### src/rtl/adder_pkg.sv
// Shared constants for the adder library.
// Widths are bounded so that the ripple chain stays within one clock period.
package adder_pkg;

  localparam int ADDER_WIDTH_DEFAULT = 8;
  localparam int ADDER_WIDTH_MAX     = 64;

endpackage

### src/rtl/full_adder.sv
// Purely combinational one-bit full adder: two half-adder stages joined by an OR.
module full_adder (
  input  logic a,
  input  logic b,
  input  logic cin,
  output logic sum,
  output logic carry
);

  logic ha0_sum;
  logic ha0_carry;
  logic ha1_carry;

  // The first stage adds the operands and the second stage folds in the incoming carry.
  assign ha0_sum   = a ^ b;
  assign ha0_carry = a & b;
  assign sum       = ha0_sum ^ cin;
  assign ha1_carry = ha0_sum & cin;
  assign carry     = ha0_carry | ha1_carry;

endmodule

### src/rtl/full_adder_core.sv
// Registered ripple-carry adder built from a chain of full_adder cells.
// Define FULL_ADDER_CORE_OVF_EN to add the registered signed-overflow output ovf.
module full_adder_core
  import adder_pkg::*;
#(
  parameter int WIDTH = ADDER_WIDTH_DEFAULT
) (
  input  logic             clk,
  input  logic             rst,
  input  logic             in_valid,
  input  logic [WIDTH-1:0] a,
  input  logic [WIDTH-1:0] b,
  input  logic             cin,
  output logic             out_valid,
  output logic [WIDTH-1:0] sum,
  output logic             carry
`ifdef FULL_ADDER_CORE_OVF_EN
  ,
  output logic             ovf
`endif
);

  logic [WIDTH:0]   c;
  logic [WIDTH-1:0] s;

  assign c[0] = cin;

  // Each cell's carry output feeds the carry input of the next cell up.
  generate
    for (genvar gi = 0; gi < WIDTH; gi++) begin : g_cell
      full_adder u_fa (
        .a     (a[gi]),
        .b     (b[gi]),
        .cin   (c[gi]),
        .sum   (s[gi]),
        .carry (c[gi+1])
      );
    end
  endgenerate

  logic [WIDTH-1:0] sum_d, sum_q;
  logic             carry_d, carry_q;
  logic             valid_d, valid_q;

  always_comb begin
    sum_d   = sum_q;
    carry_d = carry_q;
    valid_d = in_valid;
    if (in_valid) begin
      sum_d   = s;
      carry_d = c[WIDTH];
    end
  end

  always_ff @(posedge clk or posedge rst) begin
    if (rst) begin
      sum_q   <= '0;
      carry_q <= 1'b0;
      valid_q <= 1'b0;
    end else begin
      sum_q   <= sum_d;
      carry_q <= carry_d;
      valid_q <= valid_d;
    end
  end

  assign sum       = sum_q;
  assign carry     = carry_q;
  assign out_valid = valid_q;

`ifdef FULL_ADDER_CORE_OVF_EN
  logic ovf_d, ovf_q;

  // Signed overflow occurs when the carries into and out of the sign bit disagree.
  always_comb begin
    ovf_d = ovf_q;
    if (in_valid) begin
      ovf_d = c[WIDTH] ^ c[WIDTH-1];
    end
  end

  always_ff @(posedge clk or posedge rst) begin
    if (rst) begin
      ovf_q <= 1'b0;
    end else begin
      ovf_q <= ovf_d;
    end
  end

  assign ovf = ovf_q;
`endif

endmodule

### config.mk
export PLATFORM = sky130hd
export DESIGN_NAME = full_adder_core
export DESIGN_NICKNAME = d
export VERILOG_FILES = /design/src/rtl/adder_pkg.sv /design/src/rtl/full_adder.sv /design/src/rtl/full_adder_core.sv
export SDC_FILE = /design/constraint.sdc
export NUM_CORES = 1
export LEC_CHECK = 0
export CORE_AREA = 2 2 43 45
export DETAILED_ROUTE_END_ITERATION = 12
export DIE_AREA = 0 0 45 47
export PLACE_DENSITY = 0.7
export SYNTH_ARGS = -nofsm -noshare
export SYNTH_HDL_FRONTEND = slang
export SYNTH_SLANG_ARGS = --single-unit
### constraint.sdc
create_clock -name clk -period 0.9 [get_ports clk]
set_input_delay 0.27 -clock clk [delete_from_list [all_inputs] [get_ports clk]]
set_output_delay 0.27 -clock clk [all_outputs]
set_load 0.05 [all_outputs]
Word level (Yosys, flattened, before mapping)

Index checks and enable logic that the tools add are counted.

Word-level logic and storage cells: 43
Input bits: 20
Flip-flop bits (word level): 10
Output and inout port bits: 10

Bitwise operators: 40

Operators by type and width:

| cell      | count |
|---|---|
| 1-bit AND | 16 |
| 1-bit XOR | 16 |
| 1-bit OR  | 8 |

Depth between registers and ports, before layout

Word-level depth: 17
Depth in mapped cells: 12

Modules after synthesis

A second synthesis with hierarchy kept.

Cell total of the unflattened synthesis: 29
Area, all modules: 560.5 um2

Modules (own cells, without submodules):

| module          | area an instance (um2) | times used | sequential area each (um2) | cells an instance |
|---|---|---|---|---|
| full_adder_core | 400.4                  | 1          | 250.2                      | 21 |
| full_adder      | 20.0                   | 8          | 0.0                        | 1 |

Worst setup path after synthesis

No wires, ideal clock.

Path kind: input-to-reg
Start: input port a[0]
End: register sum_q[7], in the netlist sum[7]
Cell stages on the path: 12
Setup slack: -2,529 ps
Path buffers: 0
Data arrival time: 3,350 ps
Library setup time: 79 ps
Cells stage by stage: inv_1 fa_1 inv_1 fa_1 fa_1 fa_1 fa_1 fa_1 fa_1 inv_1 fa_1 mux2i_1

Cells in the longest elaborated chain, start to end: 16
Elaborated cells between the ends (all ways): 17
Those cells by class: bitwise: 17

Ends and longest elaborated chain:

| what                   | RTL line              | RTL |
|---|---|---|
| start: declaration     | full_adder_core.sv:11 | `input logic [WIDTH-1:0] a,` |
| 1-bit XOR              | full_adder.sv:15      | `assign ha0_sum = a ^ b;` |
| 1-bit AND              | full_adder.sv:18      | `assign ha1_carry = ha0_sum & cin;` |
| 1-bit OR (*)           | full_adder.sv:19      | `assign carry = ha0_carry \| ha1_carry;` |
| 1-bit AND (*)          | full_adder.sv:18      |  |
| 1-bit OR (*)           | full_adder.sv:19      |  |
| 1-bit AND (*)          | full_adder.sv:18      |  |
| 1-bit OR (*)           | full_adder.sv:19      |  |
| 1-bit AND (*)          | full_adder.sv:18      |  |
| 1-bit OR (*)           | full_adder.sv:19      |  |
| 1-bit AND (*)          | full_adder.sv:18      |  |
| 1-bit OR (*)           | full_adder.sv:19      |  |
| 1-bit AND (*)          | full_adder.sv:18      |  |
| 1-bit OR (*)           | full_adder.sv:19      |  |
| 1-bit AND (*)          | full_adder.sv:18      |  |
| 1-bit OR (*)           | full_adder.sv:19      |  |
| 1-bit XOR (*)          | full_adder.sv:17      | `assign sum = ha0_sum ^ cin;` |
| end signal: assignment | full_adder_core.sv:61 | `sum_q <= sum_d;` |
| end: declaration       | full_adder_core.sv:41 | `logic [WIDTH-1:0] sum_d, sum_q;` |

Mark *: on every way between the ends. The rest lies on a longest branch, timed or not.
A chain may end at the register's enable or synchronous reset.

Worst setup path after layout

Ends and elaborated chain as after synthesis.

==> out/metrics.yaml <==
outcome: "finished, violations left"
violations: "negative setup slack"
insertion_delay_ns: 0.27
post_drt_wl_per_cell_um: 12.4
r2r-end: "sum[3]"
switching_share: 0.354
required_ns: 1.09
cpMostUsedCell: "fa_2"
slowest_stage: "fa_1"
clock-root-buffer: "clkbuf_4"
yosys_warnings: 0
p_comb_frac: 0.514
cp_num_cells: 13
postRouteAntennaNets: 0
wl_mm: 1.15
fmax_mhz: 315
p_switching_uw: 770
cts_sinks: 10
irDropWorstVdd_v: 0.00113
path_class: "in -> reg"
drv_cap: 0
min_period_ns: 3.18
htree_levels: 1
worstMarginPinSlew_ns: 0.372
rsz0062_at_grt: "true"
p_clk_frac: 0.185
final_util: 0.665
r2r_setup_slack_ns: -0.02
setup_ws_ns: -2.28
cts_buffer_depth: 2
place.gp.congestion: 0.686
dieArea_um2: 2120
final_cell_mix: "clkdlybuf4s50_1, dfrtp_1, buf_12"
fin_crit_sh: 3.53
overflow: 0
path_max_fanout: 1
diodes: 0
drive_above_1_share: 0.526
netlist_area_um2: 578
drt_first_pass_iters: 3
setup-tns-final_ns: -13.48
setup_violations: 18
slew_violations: 0
die_x_um: 45
ys_types: 8
critical_path.max_stage_delay_ns: 0.40
antenna_found_initial: 0
synth_area_per_cell_um2: 14.8
via_count: 412
grt_pass1_wl_mm: 1.94
avgViaCountPerCell: 4.43
clkSlewWorstSetupHoldPaths_ns: 0.07
drt_iter0_markers: 1
fp-row-count: 15
cp_top_family: "adder cells"
numCtsBuffers: 3
intPower_uw: 1400
layout_commonest_cell: "clkdlybuf4s50_1"
yosysSeqAreaShare: 0.433
crit_chain: "buf_8, inv_12, fa_2, inv_2, fa_2, fa_2, fa_2, fa_2, fa_2, fa_2, inv_2, fa_1, mux2i_1"
post-route-drc-count: 0
grt_max_degree: 11
synthToLayoutAreaGrowth_pct: 90.0
synth_fp_nets: 67
worstPathArrival_ns: 3.37
setup.worst_path.start: "a[0]"
portBuffers: 29
slew_headroom: 0.752
nets: 105
grt_usage: 0.138
die_y_um: 47
power_density_nw_per_um2: 1980
worstPathBufferInverterCount: 4
ys_seq_elements: 10
hold_violations: 0
cts_hold_buf: 0
cp-start-kind: "primary input"
netlist_instances: 39
io_pins: 30
hp-class: "in -> async"
leakage_uw: 0.000512
seq_power_share: 0.301
start_util: 0.350
endpoint_kind: "flip-flop"
r2r.worst_path.cells: 2
hpwl_um: 937
core_area_um2: 1650
cts_tree: "yes"
r2r-start: "sum[3]"
skew_ns: 0
first_global_vias: 415
[timing repair]
action                     4_1_cts  5_1_grt
pin swaps                        8        8
setup buffers                    0        3
setup endpoints to repair       19       18
resized for setup               22        0
[cell type report]
type | count | area, um2
inverter | 10 | 55.1
timing repair buffer | 34 | 439
multi-input combinational | 18 | 297
fill | 123 | 553
tap | 17 | 21.3
clock buffer | 4 | 36.3
sequential | 10 | 250
[cells in the mapped netlist]
cell / count / area, um2
dfrtp_1: 10 / 250
inv_1: 10 / 37.5
fa_1: 8 / 160
mux2_4: 6 / 90.1
mux2i_1: 2 / 20.0
a21oi_1: 1 / 5.00
buf_6: 1 / 11.3
nor2_1: 1 / 3.75
[power groups by stage]
stage	Sequential, uW	Combinational (uW)	Clock [uW]
after floorplan	927	220	0
after global placement	662	1070	0
after detailed placement	657	1090	0
after CTS	657	1090	414
after global routing	665	1170	428
final	654	1120	403
[sequential cells by signal, indices dropped and copies added (netlist names)]
name / flops
carry: 1
out_valid: 1
sum: 8
[cells by family (layout without fill, tap and decap cells)]
family	after synthesis	after routing	synth area share
fa+ha+maj	8	8	0.277
simple gates	1	1	0.00649
compound gates	1	1	0.00865
buf+inv	11	48	0.0844
mux	8	8	0.190
flops	10	10	0.433
[metal layers]
metal	global-route usage	wire length, um	vias up
li1	-	-	189
met1	0.168	488	197
met2	0.203	541	22
met3	0.0462	90	4
met4	0.106	32	0
met5	0	0	-
[through the flow]
step           std cells  instance area (um2)  setup slack [ns]  total power (uW)  hold slack [ns]
5_1_grt               93                 1100             -2.37              2270            0.312
3_5_place_dp          86                 1030             -3.02              1740            0.562
3_3_place_gp          86                 1030             -2.97              1730            0.552
6_report              93                 1100             -2.28              2170            0.274
4_1_cts               90                 1080             -2.41              2160            0.277
2_1_floorplan         39                  613             -2.30              1150            0.110
[worst max-delay path by stage]
stage,slack [ns],to
floorplan,-2.30,sum[7]
global placement,-2.97,sum[7]
detailed placement,-3.02,sum[7]
CTS,-2.41,sum[7]
global route,-2.37,sum[7]
finish,-2.28,sum[7]
[worst reg2reg max path: cells and delay by family (launching register included)]
family,cells,cell delay (ns)
buffers and inverters,1,0.15
flip-flops,1,0.41
multiplexers,1,0.25
Power figures use the tool's default switching activity.
